<file path="config.mk">
export PLATFORM = sky130hd
export DESIGN_NAME = mm_tile_sequencer_flat
export DESIGN_NICKNAME = d
export VERILOG_FILES = /design/src/rtl/mm_tile_sequencer_pkg.sv /design/src/rtl/mm_tile_sequencer_if.sv /design/src/rtl/mm_tile_sequencer_wb_delay.sv /design/src/rtl/mm_tile_sequencer.sv /design/src/flat_wrapper.sv
export SDC_FILE = /design/constraint.sdc
export NUM_CORES = 1
export LEC_CHECK = 0
export ABC_AREA = 1
export BUFFER_PORTS_ARGS = -buffer_cell sky130_fd_sc_hd__buf_2
export CORE_MARGIN = 2
export CORE_UTILIZATION = 26
export DETAILED_ROUTE_END_ITERATION = 8
export GPL_TIMING_DRIVEN = 0
export HOLD_SLACK_MARGIN = 0.06
export SYNTH_ARGS = -nofsm -noshare
export SYNTH_HDL_FRONTEND = slang
export SYNTH_SLANG_ARGS = --single-unit
</file>
<file path="constraint.sdc">
create_clock -name clk -period 1.8 [get_ports clk]
set_clock_uncertainty 0.1 [all_clocks]
set_input_delay 0.09 -clock clk [delete_from_list [all_inputs] [get_ports clk]]
set_output_delay 0.09 -clock clk [all_outputs]
set_load 0.01 [all_outputs]
</file>
<file path="src/rtl/mm_tile_sequencer_pkg.sv">
// Shared types and width helpers for the tiled matrix-multiply sequencer.
package mm_pkg;

  typedef enum logic [1:0] {IDLE, RUN, DRAIN, DONE} mm_state_t;

  localparam int N_DEFAULT     = 512;
  localparam int LANES_DEFAULT = 32;

  // Column groups per output row: each B/C wide word spans LANES columns.
  function automatic int g_of(input int n, input int lanes);
    return n / lanes;
  endfunction

  function automatic int aw_a(input int n);
    return 2 * $clog2(n);
  endfunction

  function automatic int aw_w(input int n, input int lanes);
    return $clog2(n) + $clog2(n / lanes);
  endfunction

  localparam int AW_A = aw_a(N_DEFAULT);
  localparam int AW_W = aw_w(N_DEFAULT, LANES_DEFAULT);

endpackage

</file>
<file path="src/rtl/mm_tile_sequencer_if.sv">
// Host handshake plus operand/write-back address bus of the sequencer.
interface mm_tile_sequencer_if
  import mm_pkg::*;
#(
  parameter int N     = N_DEFAULT,
  parameter int LANES = LANES_DEFAULT
) ();

  localparam int AW_A_I = aw_a(N);
  localparam int AW_W_I = aw_w(N, LANES);

  logic              start;
  logic              hold;
  logic              busy;
  logic              done;
  logic [AW_A_I-1:0] a_addr;
  logic [AW_W_I-1:0] b_addr;
  logic              mac_en;
  logic              mac_clear;
  logic              c_wr_en;
  logic [AW_W_I-1:0] c_addr;

  modport master (
    output start, hold,
    input  busy, done, a_addr, b_addr, mac_en, mac_clear, c_wr_en, c_addr
  );

  modport slave (
    input  start, hold,
    output busy, done, a_addr, b_addr, mac_en, mac_clear, c_wr_en, c_addr
  );

endinterface

</file>
<file path="src/rtl/mm_tile_sequencer_wb_delay.sv">
// Fixed-latency shift register aligning C write-back strobes with the MAC pipeline.
module mm_wb_delay #(
  parameter int LAT = 3,
  parameter int AW  = 4
) (
  input  logic          clk,
  input  logic          clear,
  input  logic          in_valid,
  input  logic [AW-1:0] in_addr,
  output logic          out_valid,
  output logic [AW-1:0] out_addr
);

  logic          valid_q [LAT];
  logic [AW-1:0] addr_q  [LAT];

  always_ff @(posedge clk) begin
    if (clear) begin
      for (int i = 0; i < LAT; i++) begin
        valid_q[i] <= 1'b0;
        addr_q[i]  <= '0;
      end
    end else begin
      valid_q[0] <= in_valid;
      addr_q[0]  <= in_addr;
      for (int i = 1; i < LAT; i++) begin
        valid_q[i] <= valid_q[i-1];
        addr_q[i]  <= addr_q[i-1];
      end
    end
  end

  assign out_valid = valid_q[LAT-1];
  assign out_addr  = addr_q[LAT-1];

endmodule

</file>
<file path="src/rtl/mm_tile_sequencer.sv">
// Walks r / g / k for an N x N multiply and emits one operand address pair per cycle
// to a LANES-wide MAC array, with C write-back strobes delayed to match the pipeline.
module mm_tile_sequencer
  import mm_pkg::*;
#(
  parameter int N     = N_DEFAULT,
  parameter int LANES = LANES_DEFAULT,
  parameter int LAT   = 3
) (
  input logic             clk,
  input logic             reset,
  mm_tile_sequencer_if.slave bus
);

  localparam int G    = g_of(N, LANES);
  localparam int KW   = $clog2(N);
  localparam int GW   = $clog2(G);
  localparam int AWA  = aw_a(N);
  localparam int AWW  = aw_w(N, LANES);
  localparam int DW   = $clog2(LAT + 1);

  mm_state_t         state, state_next;
  logic [KW-1:0]     r, k;
  logic [GW-1:0]     g;
  logic [DW-1:0]     drain_cnt;
  logic [AWA-1:0]    a_last;
  logic [AWW-1:0]    b_last;
  logic              issue, last_k, last_g, last_r, final_issue;
  logic              wb_valid;
  logic [AWW-1:0]    wb_addr;

  assign issue       = (state == RUN) && !bus.hold;
  assign last_k      = (k == KW'(N - 1));
  assign last_g      = (g == GW'(G - 1));
  assign last_r      = (r == KW'(N - 1));
  assign final_issue = issue && last_k && last_g && last_r;

  always_comb begin
    state_next = state;
    case (state)
      IDLE:    if (bus.start) state_next = RUN;
      RUN:     if (final_issue) state_next = DRAIN;
      DRAIN:   if (drain_cnt == DW'(LAT - 1)) state_next = DONE;
      DONE:    state_next = IDLE;
      default: state_next = IDLE;
    endcase
  end

  // N and G are powers of two, so k and g wrap to zero by natural overflow.
  always_ff @(posedge clk) begin
    if (reset) begin
      state     <= IDLE;
      r         <= '0;
      g         <= '0;
      k         <= '0;
      drain_cnt <= '0;
      a_last    <= '0;
      b_last    <= '0;
    end else begin
      state     <= state_next;
      drain_cnt <= (state == DRAIN) ? drain_cnt + 1'b1 : '0;
      if (state == IDLE) begin
        r      <= '0;
        g      <= '0;
        k      <= '0;
        a_last <= '0;
        b_last <= '0;
      end else if (issue) begin
        a_last <= {r, k};
        b_last <= {k, g};
        k      <= k + 1'b1;
        if (last_k) begin
          g <= g + 1'b1;
          if (last_g) r <= r + 1'b1;
        end
      end
    end
  end

  mm_wb_delay #(
    .LAT (LAT),
    .AW  (AWW)
  ) u_wb_delay (
    .clk       (clk),
    .clear     (reset),
    .in_valid  (issue && last_k),
    .in_addr   ({r, g}),
    .out_valid (wb_valid),
    .out_addr  (wb_addr)
  );

  // During a hold the address lines keep showing the most recently issued pair.
  assign bus.a_addr    = (state == IDLE) ? '0 : (issue ? {r, k} : a_last);
  assign bus.b_addr    = (state == IDLE) ? '0 : (issue ? {k, g} : b_last);
  assign bus.mac_en    = issue;
  assign bus.mac_clear = issue && (k == '0);
  assign bus.busy      = (state == RUN) || (state == DRAIN);
  assign bus.done      = (state == DONE);
  assign bus.c_wr_en   = wb_valid;
  assign bus.c_addr    = wb_valid ? wb_addr : '0;

endmodule

</file>
<file path="src/flat_wrapper.sv">
// flat-port wrapper written by rule: the top's interface ports become plain ports
module mm_tile_sequencer_flat import mm_pkg::*;
#(
  parameter int N     = N_DEFAULT,
  parameter int LANES = LANES_DEFAULT,
  parameter int LAT   = 3
)
  (clk, reset, bus_start, bus_hold, bus_busy, bus_done, bus_a_addr, bus_b_addr, bus_mac_en, bus_mac_clear, bus_c_wr_en, bus_c_addr);
  mm_tile_sequencer_if #(.N(N), .LANES(LANES)) bus_i ();
  input logic clk;
  input logic reset;
  input wire logic [$bits(bus_i.start)-1:0] bus_start;
  input wire logic [$bits(bus_i.hold)-1:0] bus_hold;
  output wire logic [$bits(bus_i.busy)-1:0] bus_busy;
  output wire logic [$bits(bus_i.done)-1:0] bus_done;
  output wire logic [$bits(bus_i.a_addr)-1:0] bus_a_addr;
  output wire logic [$bits(bus_i.b_addr)-1:0] bus_b_addr;
  output wire logic [$bits(bus_i.mac_en)-1:0] bus_mac_en;
  output wire logic [$bits(bus_i.mac_clear)-1:0] bus_mac_clear;
  output wire logic [$bits(bus_i.c_wr_en)-1:0] bus_c_wr_en;
  output wire logic [$bits(bus_i.c_addr)-1:0] bus_c_addr;
  assign bus_i.start = bus_start;
  assign bus_i.hold = bus_hold;
  assign bus_busy = bus_i.busy;
  assign bus_done = bus_i.done;
  assign bus_a_addr = bus_i.a_addr;
  assign bus_b_addr = bus_i.b_addr;
  assign bus_mac_en = bus_i.mac_en;
  assign bus_mac_clear = bus_i.mac_clear;
  assign bus_c_wr_en = bus_i.c_wr_en;
  assign bus_c_addr = bus_i.c_addr;
  mm_tile_sequencer #(.N(N), .LANES(LANES), .LAT(LAT)) u_core (.clk(clk), .reset(reset), .bus(bus_i));
endmodule
</file>
==> results of run 1 <==
==> report_power, final <==
group / switching (mW) / internal, mW
sequential: 0.0431 / 2.26
combinational: 1.28 / 0.837
clock: 0.809 / 1.11
==> Yosys cell counts, drive strengths merged <==
| library cell | number | share of area, % |
|---|---|---|
| nor2 | 123 | 13 |
| dfxtp | 99 | 51 |
| inv | 97 | 9.4 |
| nand2 | 80 | 7.8 |
| a21oi | 20 | 2.6 |
| nor3 | 19 | 2.4 |
| nor4 | 15 | 2.6 |
| o21ai | 15 | 1.9 |
| buf | 14 | 2.1 |
| nand3 | 13 | 1.8 |
| ha | 11 | 3.5 |
| clkbuf | 8 | 0.77 |
| nand4 | 2 | 0.32 |
| a211oi | 1 | 0.19 |
| nor3b | 1 | 0.19 |
| o21a | 1 | 0.19 |
| o22ai | 1 | 0.16 |
| xor2 | 1 | 0.23 |
==> cells in the final DEF (no fill, tap or decap), types with 8 or more instances in the layout <==
| master | Yosys | routed |
|---|---|---|
| a21oi_1 | 20 | 18 |
| buf_2 | 9 | 57 |
| buf_4 | 3 | 22 |
| buf_6 | 1 | 11 |
| clkbuf_16 | 0 | 11 |
| dfxtp_1 | 99 | 90 |
| inv_1 | 94 | 78 |
| inv_2 | 2 | 16 |
| nand2_1 | 79 | 57 |
| nand2_2 | 1 | 13 |
| nand2_4 | 0 | 10 |
| nand3_1 | 12 | 8 |
| nor2_1 | 119 | 100 |
| nor2_2 | 1 | 8 |
| nor2_4 | 2 | 14 |
| nor3_4 | 0 | 8 |
| nor4_1 | 14 | 13 |
| o21ai_0 | 13 | 8 |
==> cell type report <==
cell class	count	area [um^2]	share of cell area (%)
timing repair buffer	83	561.8	10.17
tap	184	230.2	4.169
inverter	97	381.6	6.911
multi-input combinational	303	1848	33.47
clock buffer	10	239.0	4.328
clock inverter	6	65.06	1.178
sequential	99	1998	36.19
buffer	22	197.7	3.580
==> tightest hold or removal path: cells and delay by family <==
family	cells	cell delay, ns
buf+inv	2	0.22
compound gates	1	0.06
simple gates	3	0.16
==> through the flow <==
step                      setup WS (ns)  power (mW)  setup TNS, ns  utilization (%)
after CTS                       -0.1395       6.262         -4.735            36.49
after detailed placement        -0.2549       3.655         -3.367            30.09
after global placement          -0.2198       3.649         -2.692            30.09
after floorplan                 0.01919       3.248              0                -
final                           -0.1274       6.345         -3.173            37.85
after global routing            -0.2070       6.657         -7.348            37.85
==> logic make-up (layout without fill, tap and decap cells) <==
logic type                 after synthesis  count (layout)  share of synthesized area, %
AOI/OAI and AO/OA                       38              38                         5.053
buffers and inverters                  119             218                         12.33
adders and majority gates               11              11                         3.540
xor gates and xnor gates                 1               1                        0.2253
DFF                                     99              99                         50.98
and+or+nand+nor                        253             253                         27.87
==> how the worst min path moves through the flow <==
stage	slack, ns	to	cells after the start	startpoint
4_1_cts	0.09	u_core.state[1]	6	bus_start
6_report	0.11	u_core.state[1]	6	bus_start
5_1_grt	0.13	u_core.state[1]	6	bus_start
3_3_place_gp	0.29	u_core.u_wb_delay.addr_q[0][14]	2	u_core.u_wb_delay.addr_q[0][1]
2_1_floorplan	0.20	u_core.g[2]	3	bus_hold
3_5_place_dp	0.29	u_core.u_wb_delay.addr_q[0][24]	2	u_core.u_wb_delay.addr_q[0][11]
==> metal layers <==
layer | track usage [%] | wire length, um | up-vias
met5 | 0 | 0 | -
met4 | 3.491 | 101 | 0
met3 | 3.229 | 398 | 11
met2 | 19.10 | 4341 | 79
met1 | 13.86 | 3976 | 1407
li1 | - | - | 1776
==> registers in the layout, indices dropped and copies added (netlist names) <==
| register | flops |
|---|---|
| u_core.u_wb_delay.addr_q | 39 |
| u_core.a_last | 18 |
| u_core.b_last | 13 |
| u_core.k | 9 |
| u_core.r | 9 |
| u_core.g | 4 |
| u_core.u_wb_delay.valid_q | 3 |
| u_core.drain_cnt | 2 |
| u_core.state | 2 |
==> timing repair <==
item / CTS / global route
pin swaps: 17 / 22
endpoints found under the hold margin: 1 / 0
gates cloned: 2 / 1
buffers inserted: 24 / 5
resized for setup: 124 / 47
endpoints found under the setup margin: 44 / 66
hold buffers: 1 / 0
==> impl_metrics.py, run 1 <==
metrics = {
    "route": {
        "vias_per_cell": 4.071,
        "drtPass1Iterations": 4,
        "ant_nets": 0,
        "drt_iter0_drc": 166,
        "drc": 0,
        "totalWireLength_um": 8817,
        "routedWlPerCell_um": 10.97,
        "num_vias": 3273,
    },
    "layout": {
        "n_fill_cell": 1467,
        "area_growth_pct": 42.03,
        "layoutNonFillerInstCount": 804,
        "final_area_mm2": 0.005522,
        "diodes": 0,
        "fin_nets": 630,
        "layout-drive-gt1-share_pct": 35.65,
    },
    "worst_setup_path": {
        "crit_end": "u_core.k[6]",
        "crit_slowest_cell": "dfxtp_4",
        "start_kind": "flop",
        "critical_path_class": "reg -> reg",
        "cpMostUsedCell": "buf_4",
        "path_max_fanout": 5,
        "crit_chain": "inv_1 -> nor3_4 -> nand3_2 -> buf_4 -> buf_6 -> buf_4 -> buf_4 -> buf_4 -> buf_4 -> buf_4 -> o21ai_2 -> nor2_1",
        "startpoint": "u_core.k[4]",
        "cp.required_ns": 1.94,
        "r2r_start": "u_core.k[4]",
        "reg2reg_to": "u_core.k[6]",
        "cp_num_buf_inv": 8,
        "path_delay_family": "buffers and inverters",
        "r2r_cells": 12,
        "cp.depth": 12,
        "max_stage_delay_ns": 0.38,
        "r2r_setup_slack_ns": -0.13,
        "worstSetupEndpointType": "flop",
        "cp.arrival_ns": 2.07,
    },
    "clock_tree": {
        "cts-root-buf": "clkbuf_16",
        "cts_htree_levels": 3,
        "clock_latency_ns": 0.34,
        "clk_pin_slew_ns": 0.07,
        "cts.sinks": 99,
        "cts-buffers-inserted": 9,
        "cts_buffer_depth": 2,
        "cts_tree": "done",
    },
    "die": {
        "die_width_um": 126.3,
        "num_io_pins": 53,
        "design.core.area_mm2": 0.01459,
        "die_y_um": 126.3,
        "start_util_pct": 26.65,
        "dieArea_mm2": 0.01595,
        "rows": 44,
    },
    "global_routing": {
        "grt_pass1_vias": 2996,
        "antenna_found_initial": 0,
        "grt_max_degree": 17,
        "grtUsageTotal_pct": 11.27,
        "overflow": 0,
        "grt_pass1_wl_um": 14440,
    },
    "timing": {
        "layout_setup_ws_ns": -0.1274,
        "max_freq_mhz": 518.8,
        "hold_viol": 0,
        "fin_crit_sh_pct": 107.1,
        "slew_violations": 0,
        "fin_hold_ws_ns": 0.1114,
        "worstMarginPinSlew_ns": 0.5808,
        "rsz0062_at_grt": "yes",
        "slew_headroom_pct": 61.28,
        "setup_viol": 43,
        "min_period_ns": 1.927,
    },
    "synthesis": {
        "netlist_area_mm2": 0.003887,
        "ys_seq_elements": 99,
        "synth.distinct_cells": 30,
        "syn_nets": 536,
        "seq_area_frac_synth_pct": 50.98,
        "yosysWarnings": 0,
        "syn_area_per_cell_um2": 7.462,
        "postSynthCellCount": 521,
    },
    "power": {
        "irDropWorstVdd_uv": 562.5,
        "power_density_mw_per_mm2": 1149,
        "p_leak_nw": 2.518,
    },
    "placement": {
        "portBuffers": 51,
        "place_hpwl_um": 5874,
        "routabilityCongestion": 0.7697,
        "dpl_cell_area_mm2": 0.004389,
        "dp_cells": 756,
    },
    "run_status": {
        "violations": "negative setup slack",
        "outcome": "complete, but fails checks",
    },
    "worst_hold_path": {
        "worst_hold_path_type": "in -> reg",
    },
    "job": {
        "maxCapViolCount": 0,
    },
}
Note: power is estimated with default switching activity, not from simulation.
==> inputs of run 2 (changes only) <==
- ABC_AREA: 1 -> unset
- SYNTH_HIERARCHICAL: unset -> 1
==> run 2 against run 1 <==
  * The flow still finishes with violations (negative setup slack)
  * Power decreased by 18%
  * Die area fell by 0.71%
  * Maximum frequency rose by 0.48%
  * Clock power is 6% lower
  * Synthesized cell count down 21%
  * Critical path depth shrank 4
  * Largest power group unchanged
==> impl_metrics.py, run 2 <==
metrics = {
    "worst_setup_path": {
        "cp.required_ns": 1.61,
        "reg2reg_to": "u_core/state[0]",
        "cp.arrival_ns": 1.73,
        "critical_path_class": "reg -> out",
        "r2r_start": "u_core/k[4]",
        "path_max_fanout": 7,
        "r2r_setup_slack_ns": -0.08,
        "crit_end": "bus_a_addr[11]",
        "worstSetupEndpointType": "output port",
        "r2r_cells": 7,
        "start_kind": "flop",
        "startpoint": "u_core/state[1]",
    },
    "timing": {
        "max_freq_mhz": 521.3,
        "hold_viol": 0,
        "rsz0062_at_grt": "yes",
        "setup_tns_ns": -2.849,
        "layout_setup_ws_ns": -0.1183,
        "worstMarginPinSlew_ns": 0.3335,
        "fin_hold_ws_ns": 0.1247,
        "setup_viol": 39,
        "slew_violations": 0,
        "min_period_ns": 1.918,
        "fin_crit_sh_pct": 106.6,
        "slew_headroom_pct": 77.70,
    },
    "synthesis": {
        "synth_edf_count": 0,
        "yosysMostFrequentCell": "dfxtp_1",
        "async_reset_ff_share_pct": 0,
        "synth_top_area_share_pct": 51.36,
        "syn_nets": 428,
        "synth_top_family_by_area": "simple AND/OR/NAND/NOR gates",
        "synthXorXnorAreaFrac_pct": 3.178,
        "synth_compound_area_share_pct": 4.896,
        "netlist_area_mm2": 0.003859,
        "synth_ff_type": "dfxtp_1",
        "synthTopCellsByArea": "dfxtp_1 (51%), nor2_1 (7.9%), nor2b_1 (7.0%)",
        "synthMuxAreaShare_pct": 3.372,
        "ys_seq_elements": 99,
        "synth-simple-area-share_pct": 27.04,
        "postSynthCellCount": 413,
        "yosysWarnings": 6,
        "netlist_top_cells_count": "dfxtp_1 (99), nor2_1 (81), nor2b_1 (43)",
        "seq_area_frac_synth_pct": 51.36,
        "synth_top_cell_by_area": "dfxtp_1",
        "syn_area_per_cell_um2": 9.343,
        "synth.distinct_cells": 35,
        "synthAdderAreaFrac_pct": 3.567,
    },
    "layout": {
        "n_fill_cell": 1438,
        "fin_nets": 536,
        "largest_reg_flops": 39,
        "diodes": 0,
        "reg_top3": "u_core/u_wb_delay/addr_q: 39 flops, u_core/a_last: 18 flops, u_core/b_last: 13 flops",
        "regMostFlops": "u_core/u_wb_delay/addr_q",
        "layout-drive-gt1-share_pct": 44.68,
        "final_cell_mix": "dfxtp_1 (81), nor2_1 (73), buf_2 (59)",
        "area_growth_pct": 45.43,
        "layout_commonest_cell": "dfxtp_1",
    },
    "route": {
        "ant_nets": 0,
        "drt_iter0_drc": 115,
        "drtPass1Iterations": 5,
        "drc": 0,
        "vias_per_cell": 4.159,
        "routedWlPerCell_um": 12.40,
        "num_vias": 2953,
        "totalWireLength_um": 8807,
    },
    "global_routing": {
        "overflow": 0,
        "grt_pass1_wl_um": 13630,
        "grtUsageTotal_pct": 10.74,
        "grt_pass1_vias": 2847,
        "antenna_found_initial": 0,
        "grt_max_degree": 17,
    },
    "clock_tree": {
        "cts_tree": "done",
        "cts.sinks": 99,
        "cts_htree_levels": 3,
        "clk_pin_slew_ns": 0.07,
        "cts_buffer_depth": 2,
        "clock_latency_ns": 0.34,
        "cts-root-buf": "clkbuf_16",
        "cts-buffers-inserted": 9,
    },
    "power": {
        "power_frac_seq_pct": 42.7,
        "intPower_mw": 3.676,
        "p_leak_nw": 2.273,
        "clkPwrFrac_pct": 34.8,
        "irDropWorstVdd_uv": 749.3,
        "power_density_mw_per_mm2": 928.2,
        "switching_share_pct": 29.43,
        "p_sw_mw": 1.533,
        "power_frac_comb_pct": 22.6,
    },
    "job": {
        "maxCapViolCount": 0,
    },
    "die": {
        "die_y_um": 125.8,
        "num_io_pins": 53,
        "dieArea_mm2": 0.01583,
        "die_width_um": 125.8,
        "start_util_pct": 26.55,
        "rows": 44,
        "design.core.area_mm2": 0.01453,
    },
    "placement": {
        "routabilityCongestion": 0.7697,
        "dpl_worst_slack_ns": -0.1985,
        "portBuffers": 52,
        "place_hpwl_um": 5524,
    },
    "run_status": {
        "violations": "negative setup slack",
        "outcome": "complete, but fails checks",
    },
    "worst_hold_path": {
        "worst_hold_path_type": "in -> reg",
    },
}
[run 2: cell types whose count changed after synthesis, sizes merged, moves of 5 or more]
cell | previous run | this run
nand3 | 13 | 6
nor2 | 123 | 85
nor3 | 19 | 4
mux2i | 0 | 13
xnor2 | 0 | 9
and2 | 0 | 20
o21ai | 15 | 4
nand2 | 80 | 15
nand2b | 0 | 5
buf | 14 | 27
a21oi | 20 | 28
inv | 97 | 10
nor4 | 15 | 5
nor2b | 0 | 43
[run 2: repair_timing]
action | in CTS | in global routing
endpoints found under the hold margin | 3 | 0
pin swaps | 24 | 19
resized for setup | 96 | 58
hold buffers | 1 | 0
setup endpoints to repair | 86 | 68
setup buffers | 27 | 17
cloned | 1 | 1
[run 2: power by group through the flow]
stage | combinational (mW) | clock, mW | sequential (mW)
2_1_floorplan | 0.533 | 0 | 2.28
3_3_place_gp | 0.739 | 0 | 2.28
3_5_place_dp | 0.756 | 0 | 2.28
4_1_cts | 1.04 | 1.86 | 2.23
5_1_grt | 1.26 | 1.95 | 2.22
6_report | 1.18 | 1.81 | 2.22
[run 2: metrics by stage]
step,cell area [um^2],util (%),cells,power (mW)
3_3_place_gp,4367,30.04,649,3.019
3_5_place_dp,4367,30.04,649,3.038
2_1_floorplan,3876,-,413,2.811
4_1_cts,5240,36.05,693,5.128
6_report,5612,38.61,710,5.209
5_1_grt,5612,38.61,710,5.426
[run 2: layout make-up]
cell class | count | area, um^2 | area share (%)
Buffer | 34 | 275.3 | 4.905
Clock buffer | 11 | 252.7 | 4.504
Clock inverter | 5 | 37.54 | 0.6689
Inverter | 10 | 42.54 | 0.7581
Multi-Input combinational cell | 269 | 2069 | 36.88
Sequential cell | 99 | 2032 | 36.21
Tap cell | 184 | 230.2 | 4.103
Timing Repair Buffer | 98 | 671.9 | 11.97
[run 2: cell families (layout without fill, tap and decap cells)]
| family | count (synthesis) | count (layout) |
|---|---|---|
| mux | 13 | 13 |
| simple gates | 196 | 196 |
| flops | 99 | 99 |
| buf+inv | 45 | 158 |
| compound gates | 35 | 35 |
| xor+xnor | 14 | 14 |
| fa+ha+maj | 11 | 11 |
[run 2: worst min path at each step]
stage               depth (start not counted)                         endpoint  slack, ns           startpoint
global placement                            1              u_core/drain_cnt[0]       0.30  u_core/drain_cnt[0]
floorplan                                   1  u_core/u_wb_delay/addr_q[0][36]       0.06                reset
global route                                4                      u_core/g[3]       0.15             bus_hold
detailed placement                          1              u_core/drain_cnt[0]       0.32  u_core/drain_cnt[0]
finish                                      4                      u_core/g[3]       0.12             bus_hold
CTS                                         4                      u_core/g[3]       0.09             bus_hold
[run 2: critical path, cell delays in order (launching register included)]
cell      delay, ns
dfxtp_2        0.33
inv_2          0.05
ha_4           0.17
nand2b_4       0.09
buf_12         0.14
buf_12         0.15
mux2i_2        0.25
nor2_1         0.06
buf_2          0.14
[run 2: per-layer routing]
metal  wire length [um]  GRT usage (%)
met5                  0              0
met4                153          4.202
met3                463          3.568
met2               4246          17.23
met1               3943          13.39
==> inputs of run 3 (changes only) <==
- PLACE_DENSITY_LB_ADDON: unset -> 0.3
==> run 3 against run 2 <==
  * The flow still finishes with violations (negative setup slack)
  * Hold slack worse by 0.025 ns
  * Global-route usage up 0.61 points
  * Die area unchanged
  * Maximum frequency down 0.84%
  * Sequential share of layout area up 0.15 points
  * Combinational power about the same
  * Critical path depth unchanged
  * Core utilization down 0.23 points
  * Clock power up 11%
  * Highest routed layer unchanged
==> impl_metrics.py, run 3 (synthesis gave the netlist of run 2 again) <==
metrics = {
    "die": {
        "die_y_um": 125.8,
        "start_util_pct": 26.55,
        "die_width_um": 125.8,
        "rows": 44,
        "dieArea_mm2": 0.01583,
        "num_io_pins": 53,
        "design.core.area_mm2": 0.01453,
    },
    "clock_tree": {
        "clk_pin_slew_ns": 0.07,
        "cts_tree": "done",
        "cts.sinks": 99,
        "cts-buffers-inserted": 9,
        "cts_buffer_depth": 2,
        "clock_latency_ns": 0.35,
        "cts-root-buf": "clkbuf_16",
        "cts_htree_levels": 3,
    },
    "layout": {
        "layout_commonest_cell": "dfxtp_1",
        "area_growth_pct": 44.55,
        "n_fill_cell": 1468,
        "layout-drive-gt1-share_pct": 43.66,
        "final_cell_mix": "dfxtp_1 (82), nor2_1 (71), buf_2 (59)",
        "final_core_util_pct": 38.38,
        "reg_top3": "u_core/u_wb_delay/addr_q: 39 flops, u_core/a_last: 18 flops, u_core/b_last: 13 flops",
        "largest_reg_flops": 39,
        "fin_nets": 523,
        "diodes": 0,
        "regMostFlops": "u_core/u_wb_delay/addr_q",
    },
    "route": {
        "ant_nets": 0,
        "drtPass1Iterations": 4,
        "routedWlPerCell_um": 12.78,
        "totalWireLength_um": 8907,
        "vias_per_cell": 4.194,
        "drt_iter0_drc": 93,
        "num_vias": 2923,
        "drc": 0,
    },
    "placement": {
        "place_hpwl_um": 5831,
        "dpl_worst_slack_ns": -0.2646,
        "portBuffers": 52,
        "routabilityCongestion": 0.7650,
    },
    "power": {
        "power.total_mw": 5.430,
        "p_leak_nw": 2.253,
        "irDropWorstVdd_uv": 516.9,
        "power_density_mw_per_mm2": 973.4,
    },
    "global_routing": {
        "antenna_found_initial": 0,
        "grt_pass1_vias": 2923,
        "grt_max_degree": 19,
        "grtUsageTotal_pct": 11.36,
        "grt_pass1_wl_um": 14300,
        "overflow": 0,
    },
    "timing": {
        "layout_setup_ws_ns": -0.1345,
        "rsz0062_at_grt": "yes",
        "fin_hold_ws_ns": 0.09931,
        "fin_crit_sh_pct": 107.5,
        "max_freq_mhz": 516.9,
        "hold_viol": 0,
        "slew_headroom_pct": 76.85,
        "slew_violations": 0,
        "min_period_ns": 1.934,
        "worstMarginPinSlew_ns": 0.3463,
        "setup_viol": 38,
    },
    "worst_setup_path": {
        "cp.arrival_ns": 1.74,
        "critical_path_class": "reg -> out",
        "start_kind": "flop",
        "worstSetupEndpointType": "output port",
        "path_max_fanout": 7,
        "cp.required_ns": 1.61,
        "r2r_cells": 7,
    },
    "worst_hold_path": {
        "worst_hold_path_type": "in -> reg",
        "whs_path_depth": 4,
    },
    "job": {
        "maxCapViolCount": 0,
    },
    "run_status": {
        "violations": "negative setup slack",
        "outcome": "complete, but fails checks",
    },
}
## run 3: through the flow
stage | setup TNS (ns) | std cells | cell area (um^2)
CTS | -3.400 | 687 | 5300
finish | -2.296 | 697 | 5578
global placement | -5.395 | 649 | 4367
floorplan | 0 | 413 | 3876
global route | -5.516 | 697 | 5578
detailed placement | -8.786 | 649 | 4367
## run 3: per-layer routing
| metal | wire length (um) | up-vias | global-route usage, % |
|---|---|---|---|
| met5 | 0 | - | 0 |
| met1 | 3782 | 1337 | 13.22 |
| met2 | 4565 | 68 | 19.90 |
| li1 | - | 1508 | - |
| met4 | 131 | 0 | 4.072 |
| met3 | 426 | 10 | 3.271 |
## run 3: worst paths after layout
kind | from | end | slack [ns]
worst max register to register | u_core/r[6] | u_core/state[0] | -0.10
worst max-delay path | u_core/state[1] | bus_a_addr[10] | -0.13
worst min-delay path | bus_hold | u_core/g[3] | 0.1
worst min register to register | u_core/drain_cnt[0] | u_core/drain_cnt[0] | 0.32
## run 3: area by class of cell
type,instances,area (um^2),area share (%)
Buffer,34,282.8,5.070
Inverter,10,37.54,0.6729
Clock inverter,6,78.83,1.413
Tap cell,184,230.2,4.127
Clock buffer,10,239.0,4.284
Timing Repair Buffer,85,578.1,10.36
Multi-Input combinational cell,269,2103,37.71
Sequential cell,99,2028,36.36
## run 3: what timing repair did
action | CTS | global route
pin swaps | 30 | 19
setup endpoints to repair | 87 | 72
gates resized for setup | 108 | 51
setup buffers | 20 | 10
gates cloned | 2 | 1
hold buffers | 1 | 0
hold endpoints to repair | 3 | 0
## run 3: worst max-delay path, cell delays in order (launching register included)
cell      delay (ns)
dfxtp_2         0.34
inv_2           0.05
ha_4            0.16
nand2b_4        0.09
buf_12          0.15
buf_12          0.15
mux2i_4         0.26
nor2_1          0.06
buf_2           0.14
## run 3: report_power, final
part	internal, mW	switching (mW)
clock	1.15	0.861
sequential	2.20	0.0194
combinational	0.476	0.726
total	3.82	1.61
